## src/rtl/alarm_zone_ctrl.sv

```systemverilog
// alarm_zone_ctrl: N-zone alarm with per-zone sync/debounce, exit/entry delays and latched siren
module alarm_zone_ctrl #(
  parameter int N_ZONES = 3,
  parameter int SYNC_STAGES = 2,
  parameter int DEBOUNCE = 4,
  parameter int EXIT_DELAY = 16,
  parameter int ENTRY_DELAY = 16,
  localparam int MAX_DELAY = (EXIT_DELAY > ENTRY_DELAY) ? EXIT_DELAY : ENTRY_DELAY,
  localparam int CW = $clog2(MAX_DELAY + 1)
) (
  input  logic               clk,
  input  logic               rst,
  input  logic [N_ZONES-1:0] sensor_in,
  input  logic [N_ZONES-1:0] zone_en,
  input  logic [N_ZONES-1:0] instant_en,
  input  logic               arm,
  input  logic               disarm,
  output logic               alarm,
  output logic               armed,
  output logic               pre_alarm,
  output logic [2:0]         state,
  output logic [N_ZONES-1:0] tripped,
  output logic [CW-1:0]      countdown
);
  localparam int DW = $clog2(DEBOUNCE + 1);
  typedef enum logic [2:0] {
    DISARMED = 3'd0, EXIT = 3'd1, ARMED = 3'd2, ENTRY = 3'd3, ALARM = 3'd4
  } state_t;
  state_t st, st_nxt;
  logic [CW-1:0] cd, cd_nxt;
  logic [N_ZONES-1:0] qual, hit, inst, trip_nxt;
  for (genvar i = 0; i < N_ZONES; i++) begin : g_zone
    logic [SYNC_STAGES-1:0] sync;
    logic [DW-1:0] cnt;
    logic q;
    // qual rises on the edge the counter saturates and holds while samples stay high
    always_ff @(posedge clk or posedge rst)
      if (rst) begin
        sync <= '0;
        cnt <= '0;
        q <= 1'b0;
      end else begin
        sync <= {sync[SYNC_STAGES-2:0], sensor_in[i]};
        if (!sync[SYNC_STAGES-1]) begin
          cnt <= '0;
          q <= 1'b0;
        end else if (cnt != DW'(DEBOUNCE)) begin
          cnt <= cnt + 1'b1;
          q <= (cnt == DW'(DEBOUNCE - 1));
        end
      end
    assign qual[i] = q;
  end
  assign hit = qual & zone_en;
  assign inst = hit & instant_en;
  always_ff @(posedge clk or posedge rst)
    if (rst) begin
      st <= DISARMED;
      cd <= '0;
      tripped <= '0;
    end else begin
      st <= st_nxt;
      cd <= cd_nxt;
      tripped <= trip_nxt;
    end
  always_comb begin
    st_nxt = st;
    cd_nxt = cd;
    trip_nxt = (st == ARMED || st == ENTRY || st == ALARM) ? (tripped | hit) : tripped;
    if (disarm && st != DISARMED) begin
      st_nxt = DISARMED;
      cd_nxt = '0;
    end else
      case (st)
        DISARMED:
          if (arm) begin
            st_nxt = EXIT;
            cd_nxt = CW'(EXIT_DELAY);
            trip_nxt = '0;
          end
        EXIT: begin
          if (cd == CW'(1)) st_nxt = ARMED;
          cd_nxt = cd - 1'b1;
        end
        ARMED:
          if (|inst) st_nxt = ALARM;
          else if (|hit) begin
            st_nxt = ENTRY;
            cd_nxt = CW'(ENTRY_DELAY);
          end
        ENTRY:
          if (|inst || cd == CW'(1)) begin
            st_nxt = ALARM;
            cd_nxt = '0;
          end else cd_nxt = cd - 1'b1;
        ALARM: ;
        default: begin
          st_nxt = DISARMED;
          cd_nxt = '0;
        end
      endcase
  end
  assign state = st;
  assign countdown = cd;
  assign alarm = (st == ALARM);
  assign armed = (st == ARMED || st == ENTRY);
  assign pre_alarm = (st == ENTRY);
endmodule

```

## config.mk

```make
export PLATFORM = sky130hd
export DESIGN_NAME = alarm_zone_ctrl
export DESIGN_NICKNAME = d
export VERILOG_FILES = /design/src/rtl/alarm_zone_ctrl.sv
export SDC_FILE = /design/constraint.sdc
export NUM_CORES = 1
export LEC_CHECK = 0
export ABC_AREA = 1
export CAP_MARGIN = 10
export CORE_UTILIZATION = 50
export DETAILED_ROUTE_END_ITERATION = 10
export PLACE_DENSITY_LB_ADDON = 0.3
export SYNTH_ARGS = -nofsm -noshare
export SYNTH_HDL_FRONTEND = slang
export SYNTH_SLANG_ARGS = --single-unit
```

## constraint.sdc

```tcl
create_clock -name clk -period 3.6 [get_ports clk]
set_input_delay 0.9 -clock clk [delete_from_list [all_inputs] [get_ports clk]]
set_output_delay 0.9 -clock clk [all_outputs]
set_load 0.01 [all_outputs]
```

==> results.txt, run 1 <==
status: finished clean
Root Buffer: clkbuf_4
Max Slew Vio Count: 0
post-route ant nets: 0
Setup Buffers After CTS: 0
synthesized area per cell: 7.84 µm²
Netlist cell types: 21
final setup fails: 0
clock tree buffer depth: 2
max_cap viols: 0
Sequential Power Share: 33.5%
placed cell count: 280
CP Data Arrival Time: 1.75 ns
critical path class: reg -> out
I/O pin cnt: 27
Max FO, Critical Path: 5
Commonest cells post-synth: 57 x nand2_1, 35 x inv_1, 29 x dfrtp_1
Initial DRC Count: 23
clock share of power: 19.1%
final net count: 267
pin count of the biggest net entering global routing: 30
post-DR wirelength/cell: 10.6 µm
core box area: 3080 µm²
fin crit share: 73.7%
Setup crit end kind: output port
Combinational Power Share: 47.4%
1st-pass router iterations: 4
largest area contributor in the netlist: dfrtp_1
Starting Density: 53.2%
PostCTS Resize Cnt: 0
Num CTS Buffers: 5
shortest clock period the worst path allows after layout: 2.65 ns
Area growth syn-to-layout: 25.1%
RSZ-0062 raised after global routing: false
port buffer count: 26
hold path start: g_zone[1].sync[0]$_DFF_PP0_
PwrDens: 732 nW/µm²
non-filler instance count after layout: 288
final setup skew: 0.00417 ns
Leak Pwr: 1.10 nW
yosys warns: 0
# DRC: 0
sw power: 0.621 mW
Internal: 0.879 mW
Vert. Die Dim: 59.2 µm
All-Layer GR Usage: 20.4%
routability cong.: 0.871
Synth Flop Type: dfrtp_1
layout cell share with drive strength beyond 1: 10.7%
routed wire length: 3050 µm
CTS Sinks: 29
asr flop ratio synth: 100%
worst skew pair latency: 0.33 ns
Seq/Total Area, Yosys: 44.3%
Switching Fraction: 41.4%
FILL cells: 267
ant diodes: 0
dominant cells by area after synthesis: dfrtp_1 44%, nand2_1 13%, ha_1 8.4%
Worst Setup SP: state[2]$_DFFE_PP0P_
Synth Net Count: 233
die area: 3510 µm²
final core utilization: 66.6%
wire length of the first global-routing pass: 5260 µm
die width: 59.2 µm
Fin. Hold Viols: 0
via count of the first global-routing pass: 1,269
CTS Hold Buffers Added: 0
FF-to-FF Start: countdown[1]$_DFFE_PP0P_
Yosys reg bits: 29
row cnt: 20
htree depth: 2
worst slew pin tran: 0.358 ns
routed vias/inst: 4.91
total grt overflow: 0
initial antenna violation count: 0
Synth Cell Area: 1640 µm²
CTS tree: yes
CP required: 2.70 ns
VDD IR max: 0.594 mV
synthesized netlist cell count: 209
Final TNS setup: 0 ns
HP Class: reg -> reg
count leader, synth: nand2_1
Post-synth EDFFs: 0
fmax: 377 MHz
CP Launch Type: flip-flop
Clock transition at path regs: 0.10 ns
post-synth top area share: 44.3%
via count: 1,413
Post-DP HPWL: 2340 µm
Slew headroom: 76.2%
-- registers in the layout, summed over array words and instances (netlist names) --
register     cells
g_zone.cnt       9
g_zone.sync      6
countdown        5
g_zone.q         3
state            3
tripped          3
-- power by group through the flow --
stage / registers, mW / clock network [mW] / logic [mW]
6_report: 0.503 / 0.287 / 0.711
3_3_place_gp: 0.508 / 0 / 0.696
4_1_cts: 0.505 / 0.292 / 0.713
3_5_place_dp: 0.510 / 0 / 0.706
5_1_grt: 0.519 / 0.308 / 0.819
2_1_floorplan: 0.513 / 0 / 0.485
-- cell families (layout without fill, tap and decap cells) --
group	Yosys count	in the layout	synth area share, %
DFF	29	29	44.3
xor gates and xnor gates	1	1	0.535
adders and majority gates	11	11	8.40
AOI/OAI and AO/OA	20	20	6.80
and+or+nand+nor	110	110	31.2
buffers and inverters	38	73	8.71
-- critical path, stage by stage, from the launching register on --
cell and delay [ns]:
dfrtp_1 0.46, nor2_4 0.20, nand2_1 0.14, nand2_1 0.08, clkdlybuf4s50_1 0.53
-- stage by stage --
stage	power [mW]	instance area, µm²	setup WS, ns	hold slack, ns
final	1.50	2050	0.945	0.357
after global routing	1.64	2050	0.866	0.366
after CTS	1.51	2050	0.940	0.362
after detailed placement	1.22	1960	1.32	0.339
after global placement	1.20	1960	1.34	0.333
after floorplan	0.997	1640	1.82	0.331
-- routing by layer --
layer	track usage [%]	routed length (µm)	up-vias
li1	-	-	723
met3	6.77	196	6
met5	0	0	-
met1	24.6	1400	645
met2	33.7	1410	39
met4	8.16	42	0
-- final cells by class --
type	count	area (µm²)	area share, %
inverter	38	143	6.96
clock buffer	6	51.3	2.50
tap	44	55.1	2.69
clock inverter	2	37.5	1.83
multi-input combinational	142	769	37.5
sequential	29	726	35.4
timing repair buffer	27	268	13.1
-- placed cells by master (no fill, tap or decap) --
master / count
a21boi_0: 2
a21oi_1: 3
a21oi_2: 1
a31oi_1: 2
buf_4: 1
bufinv_16: 1
clkbuf_4: 5
clkbuf_8: 1
clkdlybuf4s50_1: 26
clkinvlp_4: 1
dfrtp_1: 29
ha_1: 11
inv_1: 35
inv_2: 3
nand2_1: 57
nand2_2: 2
nand2_4: 2
nand3_1: 23
nand3_2: 3
nand4_1: 2
nor2_1: 14
nor2_2: 4
nor2_4: 2
nor3_1: 1
o21ai_0: 11
o21ai_1: 1
xnor2_1: 1
-- final timing paths --
path | to | slack (ns) | depth (start not counted)
setup / recovery | armed | 0.95 | 4
hold / removal | g_zone[1].sync[1]$_DFF_PP0_ | 0.36 | 0
setup reg to reg | state[2]$_DFFE_PP0P_ | 2.13 | 10
hold reg to reg | g_zone[1].sync[1]$_DFF_PP0_ | 0.36 | 0
max in group asynchronous | g_zone[0].sync[1]$_DFF_PP0_ | 2.39 | 3
min in group asynchronous | g_zone[1].cnt[1]$_DFFE_PP0P_ | 0.95 | 3
No activity file was read; power rests on OpenSTA's default activity.
==> inputs of run 2 (changes only) <==
==> constraint.sdc (replaced) <==
create_clock -name clk -period 2.6 [get_ports clk]
set_input_delay 0.65 -clock clk [delete_from_list [all_inputs] [get_ports clk]]
set_output_delay 0.65 -clock clk [all_outputs]
set_load 0.01 [all_outputs]
==> results.txt, run 2 (synthesis results as in run 1) <==
max FFs per register: 9 (unchanged)
fmax: 417 MHz
htree depth: 2 (unchanged)
Clock transition at path regs: 0.09 ns (was 0.10 ns)
post-DR wirelength/cell: 10.3 µm (was 10.6 µm)
shortest clock period the worst path allows after layout: 2.40 ns
Area growth syn-to-layout: 24.1% (was 25.1%)
Post-DP HPWL: 2300 µm (was 2340 µm)
FILL cells: 282 (was 267)
PostCTS Resize Cnt: 0 (unchanged)
Fin. Hold Viols: 0 (unchanged)
worst slew pin tran: 0.353 ns (was 0.358 ns)
Starting Density: 53.2% (unchanged)
I/O pin cnt: 27 (unchanged)
final net count: 267 (unchanged)
wire length of the first global-routing pass: 5240 µm (was 5260 µm)
Setup Buffers After CTS: 0 (unchanged)
Largest Register: g_zone.cnt (unchanged)
r2r setup slk: 1.13 ns (was 2.13 ns)
routability cong.: 0.871 (about the same)
Max FO, Critical Path: 5 (unchanged)
FF-to-FF Start: countdown[1]$_DFFE_PP0P_ (unchanged)
post-route ant nets: 0 (unchanged)
final setup fails: 0 (unchanged)
clock tree buffer depth: 2 (unchanged)
Setup crit end kind: output port (unchanged)
CTS Hold Buffers Added: 0 (unchanged)
Max Slew Vio Count: 0 (unchanged)
PwrDens: 999 nW/µm² (was 732 nW/µm²)
max_cap viols: 0 (unchanged)
Num CTS Buffers: 5 (unchanged)
status: finished clean (unchanged)
# DRC: 0 (unchanged)
Reg2Reg Depth: 10 (unchanged)
Design Power: 2.03 mW (was 1.50 mW)
CTS Sinks: 29 (unchanged)
Root Buffer: clkbuf_4 (unchanged)
critical path class: reg -> out (unchanged)
total grt overflow: 0 (unchanged)
1st-pass router iterations: 4 (unchanged)
core box area: 3080 µm² (unchanged)
Vert. Die Dim: 59.2 µm (unchanged)
routed vias/inst: 4.70 (was 4.91)
die area: 3510 µm² (unchanged)
Leak Pwr: 1.10 nW (about the same)
final setup skew: 0.00635 ns (was 0.00417 ns)
worst skew pair latency: 0.33 ns (about the same)
Initial DRC Count: 48 (was 23)
hold path start: g_zone[2].sync[0]$_DFF_PP0_ (was g_zone[1].sync[0]$_DFF_PP0_)
CP Data Arrival Time: 1.75 ns (about the same)
HP Class: reg -> reg (unchanged)
row cnt: 20 (unchanged)
final instance area: 2030 µm² (was 2050 µm²)
RSZ-0062 raised after global routing: false (unchanged)
CP required: 1.95 ns (was 2.70 ns)
routed wire length: 2970 µm (was 3050 µm)
via count: 1,350 (was 1,413)
layout cell share with drive strength beyond 1: 10.3% (was 10.7%)
fin crit share: 92.2%
area post-placement: 1960 µm² (unchanged)
Worst Hold Path EP: g_zone[2].sync[1]$_DFF_PP0_ (was g_zone[1].sync[1]$_DFF_PP0_)
FF-to-FF End: state[2]$_DFFE_PP0P_ (unchanged)
VDD IR max: 0.658 mV (was 0.594 mV)
port buffer count: 26 (unchanged)
pin count of the biggest net entering global routing: 30 (unchanged)
All-Layer GR Usage: 20.2% (was 20.4%)
commonest non-fill, non-tap cells in the layout: 57 x nand2_1, 35 x inv_1, 29 x dfrtp_1 (unchanged)
die width: 59.2 µm (unchanged)
ant diodes: 0 (unchanged)
initial antenna violation count: 0 (unchanged)
CP Launch Type: flip-flop (unchanged)
via count of the first global-routing pass: 1,243 (was 1,269)
Final TNS setup: 0 ns (unchanged)
CTS tree: yes (unchanged)
Slew headroom: 76.5% (was 76.2%)
worst hold path depth: 0 (unchanged)
commonest non-fill, non-tap cell in the layout: nand2_1 (unchanged)
-- run 2: worst max-delay path, stage by stage, from the launching register on --
cell and delay, ns:
dfrtp_1 0.47, nor2_4 0.19, nand2_1 0.14, nand2_1 0.09
clkdlybuf4s50_1 0.53
-- run 2: per-layer routing --
| metal | vias to the layer above | wire, µm | GRT usage (%) |
|---|---|---|---|
| met3 | 5 | 139 | 4.59 |
| li1 | 723 | - | - |
| met4 | 0 | 35 | 9.18 |
| met2 | 25 | 1280 | 30.7 |
| met5 | - | 0 | 0 |
| met1 | 597 | 1510 | 27.6 |
-- run 2: how the worst max path moves through the flow --
stage | start | end | slack, ns | cells after the start
after floorplan | state[2]$_DFFE_PP0P_ | armed | 1.07 | 3
after global placement | state[1]$_DFFE_PP0P_ | pre_alarm | 0.59 | 3
after detailed placement | state[2]$_DFFE_PP0P_ | armed | 0.57 | 4
after CTS | state[2]$_DFFE_PP0P_ | armed | 0.19 | 4
after global routing | state[2]$_DFFE_PP0P_ | armed | 0.12 | 4
final | state[2]$_DFFE_PP0P_ | armed | 0.20 | 4
-- run 2: power by group --
group	switching [mW]	leakage, nW	internal [mW]
sequential	0.121	0.375	0.577
clock	0.155	0.0410	0.196
combinational	0.571	0.681	0.412
-- run 2: final cells by class --
cell class	count	area [µm²]	share of cell area, %
Clock buffer	5	37.5	1.85
Clock inverter	2	35.0	1.72
Sequential cell	29	726	35.7
Multi-Input combinational cell	142	769	37.8
Inverter	38	143	7.02
Timing Repair Buffer	27	268	13.2
Tap cell	44	55.1	2.71
-- run 2: through the flow --
step | setup slack [ns] | hold slack [ns] | std cells | util (%)
detailed placement | 0.565 | 0.338 | 280 | 63.7
global route | 0.119 | 0.364 | 287 | 66.1
finish | 0.203 | 0.356 | 287 | 66.1
CTS | 0.188 | 0.360 | 287 | 66.1
global placement | 0.588 | 0.333 | 280 | 63.7
floorplan | 1.07 | 0.331 | 209 | -
==> inputs of run 3 (changes only) <==
--- a/config.mk
+++ b/config.mk
@@ -9,6 +9,7 @@
 export CAP_MARGIN = 10
 export CORE_UTILIZATION = 50
 export DETAILED_ROUTE_END_ITERATION = 10
+export HOLD_SLACK_MARGIN = 0.15
 export PLACE_DENSITY_LB_ADDON = 0.3
 export SYNTH_ARGS = -nofsm -noshare
 export SYNTH_HDL_FRONTEND = slang
==> results of run 3 <==
No change in the layout: final DEF, timing and power equal those of run 2.
